File: src/rtl/bus_mux_reg.sv
// Registered priority bus multiplexer: highest-index enabled source drives the bus one cycle later.
// Tracks multi-driver conflicts; define BUS_ONEHOT_ASSERT_EN to add a simulation-only one-hot check.
module bus_mux_reg #(
   parameter int WIDTH     = 32,
   parameter int NUM_SRC   = 24,
   parameter int CNT_W     = 8,
   parameter int HOLD_LAST = 1,
   localparam int SEL_W    = $clog2(NUM_SRC)
) (
   input  logic                     clock,
   input  logic                     clear,
   input  logic [NUM_SRC*WIDTH-1:0] src_data,
   input  logic [NUM_SRC-1:0]       src_out,
   input  logic                     conflict_clr,
   output logic [WIDTH-1:0]         bus_out,
   output logic                     bus_valid,
   output logic [SEL_W-1:0]         bus_sel,
   output logic                     conflict,
   output logic                     conflict_sticky,
   output logic [CNT_W-1:0]         conflict_count
);

   logic [WIDTH-1:0] bus_q,    bus_d;
   logic [SEL_W-1:0] sel_q,    sel_d;
   logic             valid_q,  valid_d;
   logic             conf_q,   conf_d;
   logic             sticky_q, sticky_d;
   logic [CNT_W-1:0] count_q,  count_d;

   logic             any_drv;
   logic             multi_drv;
   logic [SEL_W-1:0] win_idx;
   logic [WIDTH-1:0] win_data;

   // Ascending scan so the last enabled source seen (highest index) wins.
   always_comb begin
      any_drv   = 1'b0;
      multi_drv = 1'b0;
      win_idx   = '0;
      win_data  = '0;
      for (int i = 0; i < NUM_SRC; i++) begin
         if (src_out[i]) begin
            multi_drv = multi_drv | any_drv;
            any_drv   = 1'b1;
            win_idx   = SEL_W'(i);
            win_data  = src_data[i*WIDTH +: WIDTH];
         end
      end
   end

   always_comb begin
      bus_d    = bus_q;
      sel_d    = sel_q;
      valid_d  = any_drv;
      conf_d   = multi_drv;
      sticky_d = sticky_q;
      count_d  = count_q;

      if (any_drv) begin
         bus_d = win_data;
         sel_d = win_idx;
      end else if (HOLD_LAST == 0) begin
         bus_d = '0;
         sel_d = '0;
      end

      // A new conflict on the same edge as conflict_clr restarts the count at one.
      if (multi_drv) begin
         sticky_d = 1'b1;
         if (conflict_clr)
            count_d = CNT_W'(1);
         else if (count_q != {CNT_W{1'b1}})
            count_d = count_q + CNT_W'(1);
      end else if (conflict_clr) begin
         sticky_d = 1'b0;
         count_d  = '0;
      end
   end

   always_ff @(posedge clock) begin
      if (clear) begin
         bus_q    <= '0;
         sel_q    <= '0;
         valid_q  <= 1'b0;
         conf_q   <= 1'b0;
         sticky_q <= 1'b0;
         count_q  <= '0;
      end else begin
         bus_q    <= bus_d;
         sel_q    <= sel_d;
         valid_q  <= valid_d;
         conf_q   <= conf_d;
         sticky_q <= sticky_d;
         count_q  <= count_d;
      end
   end

   assign bus_out         = bus_q;
   assign bus_sel         = sel_q;
   assign bus_valid       = valid_q;
   assign conflict        = conf_q;
   assign conflict_sticky = sticky_q;
   assign conflict_count  = count_q;

`ifdef BUS_ONEHOT_ASSERT_EN
`ifndef SYNTHESIS
   always @(posedge clock) begin
      if (!clear && ($countones(src_out) >= 2))
         $error("bus_mux_reg: multiple drivers at %0t, src_out=%h", $time, src_out);
   end
`endif
`else
`endif

endmodule

File: config.mk
export PLATFORM = sky130hd
export DESIGN_NAME = bus_mux_reg
export DESIGN_NICKNAME = d
export VERILOG_FILES = /design/src/rtl/bus_mux_reg.sv
export SDC_FILE = /design/constraint.sdc
export NUM_CORES = 1
export LEC_CHECK = 0
export CORE_AREA = 2 2 327 329
export CTS_BUF_LIST = sky130_fd_sc_hd__clkbuf_8 sky130_fd_sc_hd__clkbuf_16
export DETAILED_ROUTE_END_ITERATION = 8
export DIE_AREA = 0 0 329 331
export PLACE_DENSITY = 0.36
export SLEW_MARGIN = 20
export SYNTH_ARGS = -nofsm -noshare
export SYNTH_HDL_FRONTEND = slang
export SYNTH_SLANG_ARGS = --single-unit
export TNS_END_PERCENT = 5
File: constraint.sdc
create_clock -name clock -period 3.26 [get_ports clock]
set_input_delay 0.652 -clock clock [delete_from_list [all_inputs] [get_ports clock]]
set_output_delay 0.652 -clock clock [all_outputs]
set_load 0.02 [all_outputs]
==> flow_metrics.tcl <==
set metrics [dict create \
    outcome "finished, final reports clean" \
    power.switching_fraction_pct 39.9 \
    power.combinational.fraction_pct 65.7 \
    worst_r2r_startpoint "conflict_count[0]$_SDFFE_PP0P_" \
    cts_buffer_depth 2 \
    period_needed_ns 3.19 \
    ff2ff_path_depth 6 \
    ff2ff_setup_slack_ns 1.41 \
    design.die.area_mm2 0.109 \
    critical_path_peak_fanout 8 \
    finalSetupViolCount 0 \
    synthesis.yosys.warnings 0 \
    viasPerCell 4.31 \
    skew_ns 0.00834 \
    clk_pin_slew_ns 0.10 \
    cts_buffer_count 5 \
    post_cts_repair_setup_buffers 0 \
    grt_overflow_total 0 \
    worstHoldEndpoint "conflict_sticky$_SDFFE_PP0P_" \
    p_total_uw 3970 \
    cts.hold.buffers_added 0 \
    power_leakage_uw 0.00695 \
    synth.yosys.seq_area_share_pct 12.0 \
    final.period_utilization_pct 97.9 \
    drive_above_1_share_pct 14.6 \
    synth-edff-count 0 \
    crit_path_end_kind "flop" \
    peakVddDrop_v 0.000195 \
    syn_inst 1210 \
    count_of_different_cell_masters_after_synthesis 62 \
    timing.hold.worst_path_depth 1 \
    post_synth_arst_share_pct 0 \
    die-width_um 329 \
    clock.fmax_ghz 0.313 \
    critPathKind "in2reg" \
    clkPwrFrac_pct 17.8 \
    critPathSlowestCell "sky130_fd_sc_hd__nor2b_1" \
    finalHoldWorstSlack_ns 0.472 \
    tightestPinTransition_ns 1.15 \
    dpl_cell_area_mm2 0.0198 \
    yosys_register_bits 48 \
    grt_max_degree 37 \
    power.net_switching_uw 1580 \
    antenna_violating_nets_post_route 0 \
    tritoncts_clock_tree "done" \
    dp_hpwl_um 102000 \
    post_drt_wl_per_cell_um 32.6 \
    vias 15400 \
    worstHoldStart "conflict_sticky$_SDFFE_PP0P_" \
    netlist_area_mm2 0.00804 \
    grt_first_pass_wirelength_um 150000 \
    core_area_mm2 0.105 \
    synth_largest_type_area_fraction_pct 12.0 \
    synth_flop_cell "sky130_fd_sc_hd__dfxtp_1" \
    power.internal_uw 2380 \
    p_seq_share_pct 16.6 \
    synth.avg_cell_area_um2 6.64 \
    drv_cap 0 \
    report.final.slew_viol_count 0 \
    grtUsageTotal_pct 20.3 \
    synth.area.top_cells "sky130_fd_sc_hd__dfxtp_1 (12%), sky130_fd_sc_hd__a221oi_1 (8.8%), sky130_fd_sc_hd__a22oi_1 (8.5%), sky130_fd_sc_hd__o22ai_1 (6.9%), sky130_fd_sc_hd__o211ai_1 (6.9%)" \
    hold_class "reg2reg" \
    vias_in_the_first_global_route 16200 \
    setup_total_negative_slack_ns 0 \
    cts.sink_count 48 \
    route.final.wire_length_um 117000 \
    root_buffer_cell "sky130_fd_sc_hd__clkbuf_16" \
    cellPowerDensity_mw_per_mm2 198 \
    number_of_antenna_violations_at_the_first_check_in_global_routing 35 \
    num_rows 119 \
    fillers 11900 \
    path_cells "buf_2 -> buf_4 -> nor2b_1 -> a22oi_1 -> o211ai_1 -> o21ai_0 -> buf_4 -> a31oi_1 -> a211oi_1 -> a21oi_1" \
    rsz0062_at_grt "yes" \
    worstPathRequired_ns 3.53 \
    syn2layout_area_growth_pct 149 \
    post-route-cell-area_mm2 0.0200 \
    route.detailed.drc 0 \
    post-synth-top-area-cell "sky130_fd_sc_hd__dfxtp_1" \
    timing_hold_violations_final 0 \
    path_common_cell "sky130_fd_sc_hd__buf_4" \
    syn-num-nets 2006 \
    htree_levels 2 \
    numPortBuffers 842 \
    initial_utilization_pct 7.66 \
    setup.worst_path.start_class "primary input" \
    io_pins 843 \
    floorplan.die.height_um 331 \
    leading_cell_type_in_the_layout_fill_and_taps_excluded "sky130_fd_sc_hd__clkdlybuf4s50_1" \
    clock_insertion_delay_worst_skew_ns 0.33 \
    critPathArrivalTime_ns 3.46 \
    final_net_count 2973 \
    drtPass1Iterations 8 \
    mostFrequentLayoutCells "sky130_fd_sc_hd__clkdlybuf4s50_1 (827), sky130_fd_sc_hd__buf_4 (238), sky130_fd_sc_hd__o21ai_0 (98)" \
    weighted_congestion_at_the_end_of_routability_driven_global_placement 0.889 \
    slew_headroom_pct 23.5 \
    rr_endpoint "conflict_count[3]$_SDFFE_PP0P_" \
    detailedRoute.firstIterationViolations 1125 \
    critical_path.max_stage_delay_ns 0.91 \
]
-- cell usage after synthesis, types with 8 or more instances --
library cell                number
sky130_fd_sc_hd__clkbuf_1      122
sky130_fd_sc_hd__o21ai_0        98
sky130_fd_sc_hd__nand2_1        96
sky130_fd_sc_hd__a22oi_1        91
sky130_fd_sc_hd__o22ai_1        89
sky130_fd_sc_hd__nor2_1         86
sky130_fd_sc_hd__a221oi_1       81
sky130_fd_sc_hd__a21oi_1        76
sky130_fd_sc_hd__o211ai_1       74
sky130_fd_sc_hd__dfxtp_1        48
sky130_fd_sc_hd__a221o_1        43
sky130_fd_sc_hd__nor2b_1        35
sky130_fd_sc_hd__nor3_1         34
sky130_fd_sc_hd__o221ai_1       27
sky130_fd_sc_hd__a31oi_1        24
sky130_fd_sc_hd__inv_1          17
sky130_fd_sc_hd__nand2b_1       14
sky130_fd_sc_hd__and3_1         13
sky130_fd_sc_hd__o2111ai_1      12
sky130_fd_sc_hd__nand3_1        11
sky130_fd_sc_hd__nand4_1        10
sky130_fd_sc_hd__o32ai_1        10
sky130_fd_sc_hd__a211oi_1        8
sky130_fd_sc_hd__or4_1           8
-- registers in the layout, summed over array words and instances, names as in the netlist --
name             count
bus_valid            1
bus_sel              5
bus_out             32
conflict             1
conflict_sticky      1
conflict_count       8
-- kinds of logic (layout without fill, tap and decap cells) --
kind of cell               after synthesis  after routing  synth area share [%]
buffers and inverters                  158           1126                  7.67
and+or+nand+nor                        338            338                  21.1
adders and majority gates                3              3                 0.405
DFF                                     48             48                  12.0
muxes                                    7              7                 0.887
other                                    0              5                     0
AOI/OAI and AO/OA                      656            656                  58.0
-- routing by layer --
| metal | global-route usage [%] | share of wire [%] | up-vias |
|---|---|---|---|
| met1 | 26.4 | 44 | 7604 |
| met2 | 35.7 | 49 | 805 |
| met4 | 3.14 | 1.4 | 6 |
| met5 | 0 | 0.036 | - |
| met3 | 3.11 | 5.7 | 89 |
| li1 | - | - | 6900 |
-- worst max path at each step --
stage	startpoint	endpoint	cells after the start	slack, ns
after CTS	src_out[1]	conflict_count[2]$_SDFFE_PP0P_	10	-0.01
after floorplan	src_out[3]	conflict_count[2]$_SDFFE_PP0P_	8	0.46
after detailed placement	src_out[9]	bus_out[27]$_SDFFE_PP0P_	9	-0.40
final	src_out[10]	bus_out[5]$_SDFFE_PP0P_	10	0.07
after global placement	src_out[9]	bus_out[27]$_SDFFE_PP0P_	9	-0.46
after global routing	src_out[0]	conflict_count[2]$_SDFFE_PP0P_	10	-0.03
-- worst max-delay path, delay by kind of cell --
| family | cells | cell delay, ns |
|---|---|---|
| compound gates | 6 | 1.21 |
| buf+inv | 3 | 0.67 |
| simple gates | 1 | 0.91 |
-- metrics by stage --
| step | utilization, % | setup WS [ns] | cells |
|---|---|---|---|
| 2_1_floorplan | - | 0.464 | 1210 |
| 3_3_place_gp | 18.9 | -0.455 | 3561 |
| 3_5_place_dp | 18.9 | -0.404 | 3561 |
| 4_1_cts | 19.1 | -0.0101 | 3569 |
| 5_1_grt | 19.1 | -0.0322 | 3572 |
| 6_report | 19.1 | 0.0693 | 3574 |
-- final cells by class --
class | count | area [um^2] | area share, %
clock inverters | 3 | 46.3 | 0.231
flip-flops and latches | 48 | 961 | 4.79
well taps | 1391 | 1740 | 8.68
inverters | 19 | 71.3 | 0.356
repair buffers | 1099 | 10500 | 52.6
diodes | 5 | 12.5 | 0.0624
clock buffers | 5 | 125 | 0.624
multi-input cells | 1004 | 6540 | 32.6
-- power by group through the flow --
stage / Combinational [uW] / Clock (uW) / Sequential, uW
after floorplan: 633 / 0 / 706
after global placement: 2630 / 0 / 669
after detailed placement: 2620 / 0 / 671
after CTS: 2630 / 736 / 657
after global routing: 2750 / 741 / 661
final: 2610 / 705 / 657
-- timing repair --
action	4_1_cts	5_1_grt
pin swaps	0	3
hold endpoints to repair	0	0
gates resized for setup	2	7
cloned	0	0
setup endpoints to repair	3	14
Power figures use the tool's default switching activity.
